==> config.mk <==
export PLATFORM = sky130hd
export DESIGN_NAME = hpdmc_wrdata
export DESIGN_NICKNAME = d
export VERILOG_FILES = /design/src/rtl/hpdmc_wrdata.sv
export SDC_FILE = /design/constraint.sdc
export NUM_CORES = 1
export LEC_CHECK = 0
export ABC_CLOCK_PERIOD_IN_PS = 2600
export BUFFER_PORTS_ARGS = -buffer_cell sky130_fd_sc_hd__buf_4
export CAP_MARGIN = 20
export CELL_PAD_IN_SITES_DETAIL_PLACEMENT = 1
export CELL_PAD_IN_SITES_GLOBAL_PLACEMENT = 1
export CORE_AREA = 2 2 75 77
export CTS_CLUSTER_SIZE = 8
export DETAILED_ROUTE_END_ITERATION = 10
export DIE_AREA = 0 0 77 79
export GPL_ROUTABILITY_DRIVEN = 0
export PLACE_DENSITY = 0.91
export SKIP_LAST_GASP = 1
export SLEW_MARGIN = 20
export SYNTH_ARGS = -nofsm -noshare
export SYNTH_HDL_FRONTEND = slang
export SYNTH_SLANG_ARGS = --single-unit
export TNS_END_PERCENT = 5
==> constraint.sdc <==
create_clock -name sys_clk -period 2.6 [get_ports sys_clk]
set_input_delay 0.52 -clock sys_clk [delete_from_list [all_inputs] [get_ports sys_clk]]
set_output_delay 0.52 -clock sys_clk [all_outputs]
set_load 0.02 [all_outputs]
==> src/rtl/hpdmc_wrdata.sv <==
// DDR write-data path: sequences DQS preamble/data/postamble around each WRITE
// and registers the 32-bit sys_clk data into the 16-bit ODDR2 halves.
module hpdmc_wrdata #(
  parameter int BEATS = 2  // 2 or 4 only
) (
  input  logic        sys_clk,
  input  logic        sys_rst,
  input  logic        write,
  input  logic [31:0] wdata,
  input  logic [3:0]  wbe,
  output logic        wdata_ack,
  output logic [15:0] dq_d0,
  output logic [15:0] dq_d1,
  output logic [1:0]  dm_d0,
  output logic [1:0]  dm_d1,
  output logic [1:0]  dqs_d0,
  output logic [1:0]  dqs_d1,
  output logic        dq_oe,
  output logic        dqs_oe,
  output logic        busy,
  output logic        write_err
);

  typedef enum logic [1:0] {IDLE, PRE, DATA, POST} state_t;

  localparam logic [1:0] LAST = 2'(BEATS - 1);

  state_t      state_q, state_d;
  logic [1:0]  cnt_q, cnt_d;
  logic        ack_d;
  logic        err_d;
  logic [15:0] dq_d0_q, dq_d1_q;
  logic [1:0]  dm_d0_q, dm_d1_q;
  logic [1:0]  dqs_d0_q, dqs_d1_q;
  logic        dq_oe_q, dqs_oe_q, busy_q, write_err_q;

  always_comb begin
    state_d = state_q;
    cnt_d   = cnt_q;
    ack_d   = 1'b0;
    err_d   = 1'b0;
    unique case (state_q)
      IDLE: begin
        if (write) state_d = PRE;
      end
      PRE: begin
        ack_d   = 1'b1;
        state_d = DATA;
        cnt_d   = 2'd0;
        err_d   = write;
      end
      DATA: begin
        if (cnt_q != LAST) begin
          ack_d = 1'b1;
          cnt_d = cnt_q + 2'd1;
          err_d = write;
        end else if (write) begin
          // seamless continuation into the next burst
          ack_d = 1'b1;
          cnt_d = 2'd0;
        end else begin
          state_d = POST;
          cnt_d   = 2'd0;
        end
      end
      POST: begin
        state_d = write ? PRE : IDLE;
      end
      default: state_d = IDLE;
    endcase
  end

  // Reset outranks the data handshake, so no beat is acknowledged while it is high.
  assign wdata_ack = ack_d & ~sys_rst;

  always_ff @(posedge sys_clk) begin
    if (sys_rst) begin
      state_q     <= IDLE;
      cnt_q       <= 2'd0;
      dq_d0_q     <= 16'h0000;
      dq_d1_q     <= 16'h0000;
      dm_d0_q     <= 2'b11;
      dm_d1_q     <= 2'b11;
      dqs_d0_q    <= 2'b00;
      dqs_d1_q    <= 2'b00;
      dq_oe_q     <= 1'b0;
      dqs_oe_q    <= 1'b0;
      busy_q      <= 1'b0;
      write_err_q <= 1'b0;
    end else begin
      state_q     <= state_d;
      cnt_q       <= cnt_d;
      dq_oe_q     <= (state_d == DATA);
      dqs_oe_q    <= (state_d != IDLE);
      busy_q      <= (state_d != IDLE);
      dqs_d0_q    <= (state_d == DATA) ? 2'b11 : 2'b00;
      dqs_d1_q    <= 2'b00;
      write_err_q <= err_d;
      // Every ack leads into a DATA cycle; otherwise DQ holds and DM masks.
      if (ack_d) begin
        dq_d0_q <= wdata[31:16];
        dq_d1_q <= wdata[15:0];
        dm_d0_q <= ~wbe[3:2];
        dm_d1_q <= ~wbe[1:0];
      end else begin
        dm_d0_q <= 2'b11;
        dm_d1_q <= 2'b11;
      end
    end
  end

  assign dq_d0     = dq_d0_q;
  assign dq_d1     = dq_d1_q;
  assign dm_d0     = dm_d0_q;
  assign dm_d1     = dm_d1_q;
  assign dqs_d0    = dqs_d0_q;
  assign dqs_d1    = dqs_d1_q;
  assign dq_oe     = dq_oe_q;
  assign dqs_oe    = dqs_oe_q;
  assign busy      = busy_q;
  assign write_err = write_err_q;

endmodule

Word-level counts from Yosys, hierarchy flattened --
Cells that the tools add are included.
Storage, ports and cells: bits in registers 45, latch bits 0, RAM bits 0, bits in read-only memories 0, output and inout port bits 45, memories kept 0
Cells by class: add/subtract/negate cells 1, multipliers 0, divide/modulo/power cells 0, order comparisons 0, equal/unequal tests 5, shifts and indexed selects 0, mux-type cells 13, bitwise gates (word level) 5, reduce and logical (&&, ||, !) cells 4
Operators by type and width (count):
- $mux W2 | 5
- $pmux W2 S4 | 1
- $eq A2 B2 Y1 const B | 3
- $mux W1 | 4
- $not A2 Y2 | 2
- $pmux W1 S2 | 2
- $pmux W2 S2 | 1
- $reduce_bool A2 Y1 | 2
- $add A2 B1 Y2 const B | 1
- $eq A2 B1 Y1 const B | 1
- $logic_not A2 Y1 | 1
- $ne A2 B1 Y1 const B | 1
- $not A1 Y1 | 2
- $reduce_or A2 Y1 | 1
- $and A1 B1 Y1 | 1

Depth between registers and ports, before layout --
depth after elaboration 5, depth in mapped cells 7

Least setup slack after synthesis --
OpenSTA, ideal clock, no wires.
kind flip-flop to output port, start point register state_q[1], end point output wdata_ack, arrival time 1.588 ns, setup slack 0.492 ns, cell stages (with the launch flop) 5, buffers on the path 0, cells stage by stage dfxtp_1 inv_1 ha_1 o21ai_1 nor3_1
Between the ends: cells in the longest elaborated chain, start to end 3, elaborated cells on any way between the ends 4
RTL lines:
- start: declaration | line 28 | state_t state_q, state_d;
- start signal: assignment | line 91 | state_q <= state_d;
- $eq A2 B2 Y1 or $eq A2 B1 Y1 (tied branches) | line 42 | unique case (state_q)
- $pmux W1 S2 * | line 42
- $and A1 B1 Y1 * | line 74 | assign wdata_ack = ack_d & ~sys_rst;
- end: declaration | line 11 | output logic wdata_ack,
Every way passes the cells marked *; elsewhere a longest branch is shown, timed or not.

Worst setup path in the final report --
Ends and elaborated chain as after synthesis.

==> flow_metrics.tcl <==
set metrics [dict create \
    status "finished, final reports clean" \
    netlist_area_um2 1740 \
    fillers 681 \
    synthFlopType "dfxtp_1" \
    hold_buffers 0 \
    r2r_slack_ps 680 \
    instances_no_fill 347 \
    p_leak_nw 1.00 \
    die_area_um2 6080 \
    start_util 0.326 \
    path_max_fanout 6 \
    min-delay-start "wbe[0]" \
    syn_avg_cell_area_um2 8.65 \
    crit_path_end_kind "output pin" \
    finalCritPeriodShare 0.873 \
    worstHoldPathType "primary input to flip-flop" \
    final_core_util 0.464 \
    num_rows 27 \
    grt_max_degree 40 \
    drc_errors 0 \
    vdd_drop_max_uv 328 \
    cp-start-kind "flip-flop" \
    timing_hold_violations_final 0 \
    ys_warn_count 0 \
    post_cts_buffers 0 \
    dp_hpwl_mm 3.47 \
    routed_wl_mm 4.84 \
    clock_latency_ps 290 \
    areaGrowthSynthToFinish_pct 42.3 \
    core_area_um2 5340 \
    die_h_um 79 \
    numPlacedInstances 339 \
    max_freq_mhz 440 \
    antenna_left 0 \
    cp-startpoint "state_q[1]" \
    cts_resized 0 \
    post_synth_num_cell_types 27 \
    period_needed_ps 2270 \
    synth_seq_cells 43 \
    io_pins 84 \
    synth_top_area_frac 0.495 \
    cts_sinks 43 \
    grt_pass1_vias 1714 \
    wl_per_cell_um 14.0 \
    cts_made_buffers 5 \
    reg2reg_to "dq_d0[3]" \
    cts-htree-levels 2 \
    maxCapViolCount 0 \
    final.setup.tns_ps 0 \
    dieWidth_um 77 \
    power_mw 1.38 \
    drt_iter0_markers 118 \
    yosys.area.top_type "dfxtp_1" \
    diodes 0 \
    ys_top_cells_by_count "dfxtp_1, a21oi_1, nand3_1" \
    dr.pass1.iters 4 \
    reg2reg_depth 6 \
    reg2reg_from "state_q[1]" \
    synth_edf_count 0 \
    powerDensity_nw_per_um2 559 \
    stdcell_area_um2 2470 \
    synth_most_common_cell "dfxtp_1" \
    worstPathRequired_ps 2080 \
    overflow 0 \
    yosysSeqAreaShare 0.495 \
    via_per_inst 4.78 \
    max-clock-path-buffers 2 \
    place_area_um2 2370 \
    critPathArrivalTime_ps 1750 \
    grt_usage 0.165 \
    crit_type "flip-flop to output pin" \
    vias 1659 \
    clock_skew_ps 6.19 \
    port_buffers 81 \
    crit_path_end "wdata_ack" \
    finalMaxSlewViolations 0 \
    synth_area_leaders "dfxtp_1, a21oi_1, nand3_1, o21ai_1, ha_1" \
    ys_async_sr_fraction 0 \
    finalSetupViolCount 0 \
    grt_first_pass_wirelength_mm 8.06 \
    fin_nets 318 \
    rsz0062_at_grt "no" \
    cts_tree "built" \
    drive_gt1_frac 0.353 \
    grt_antenna_before_repair 0 \
    clk_pin_slew_ps 80 \
    root_buffer "clkbuf_8" \
    netlist_instances 201 \
]
[logic make-up (layout without fill, tap and decap cells)]
family,after synthesis,in the layout,synth area share
AO/OA/AOI/OAI,74,74,0.220
adder cells (fa/ha/maj),5,5,0.0360
buffers and inverters,26,99,0.0827
flip-flops,43,43,0.495
other,1,2,0.00216
AND/OR/NAND/NOR,52,52,0.164
[cells in the final DEF, fill, tap and decap left out, drive strengths merged]
| cell | instances |
|---|---|
| ha | 5 |
| a21oi | 34 |
| nand3 | 32 |
| conb | 2 |
| buf | 87 |
| o311a | 1 |
| or4b | 1 |
| o21ai | 36 |
| nor4b | 1 |
| and3b | 1 |
| o21a | 1 |
| nand3b | 1 |
| nand2 | 5 |
| or3b | 1 |
| nor2 | 2 |
| dfxtp | 43 |
| o22ai | 1 |
| nand2b | 3 |
| clkbuf | 8 |
| nor3b | 2 |
| a211o | 1 |
| nor3 | 3 |
| inv | 4 |
[worst max-delay path, stage by stage (launching register included)]
cell,delay (ps)
dfxtp_1,430
inv_1,90
ha_1,370
o21ai_2,90
nor3_2,270
buf_4,210
[through the flow]
step / setup slack [ps] / hold WS (ps)
3_3_place_gp: 551 / 466
4_1_cts: 114 / 370
3_5_place_dp: 441 / 475
5_1_grt: 186 / 372
2_1_floorplan: 492 / 490
6_report: 329 / 379
[state kept, by name, summed over array words and instances, names as in the netlist]
signal     count
write_err      1
dqs_d0         1
dq_d0         16
state_q        2
dq_d1         16
dm_d0          2
busy           1
dm_d1          2
cnt_q          2
[metal layers]
metal | wire [µm] | global-route usage | up-vias
met2 | 2540 | 0.314 | 39
met1 | 2060 | 0.181 | 765
met5 | 0 | 0 | -
li1 | - | - | 851
met3 | 205 | 0.0432 | 4
met4 | 41 | 0.0411 | 0
[cell type report]
type	count	area, µm²	area share
sequential	43	861	0.348
multi-input combinational	133	756	0.305
timing repair buffer	87	653	0.264
clock buffer	8	100	0.0404
tap	72	90.1	0.0364
inverter	4	15.0	0.00607
[worst min-delay path by stage]
stage,cells after the start,slack (ps),to
after global placement,2,470,dq_d1[9]
after global routing,2,370,dm_d1[1]
after CTS,2,370,dm_d1[0]
after floorplan,2,490,cnt_q[0]
final,2,380,dm_d1[0]
after detailed placement,2,480,dq_d1[14]
[power by group]
group / leakage (nW) / switching [mW] / internal (mW)
clock network: 0.0515 / 0.215 / 0.243
logic: 0.604 / 0.121 / 0.106
registers: 0.348 / 0.0143 / 0.684
Note: power is estimated with default switching activity, not from simulation.
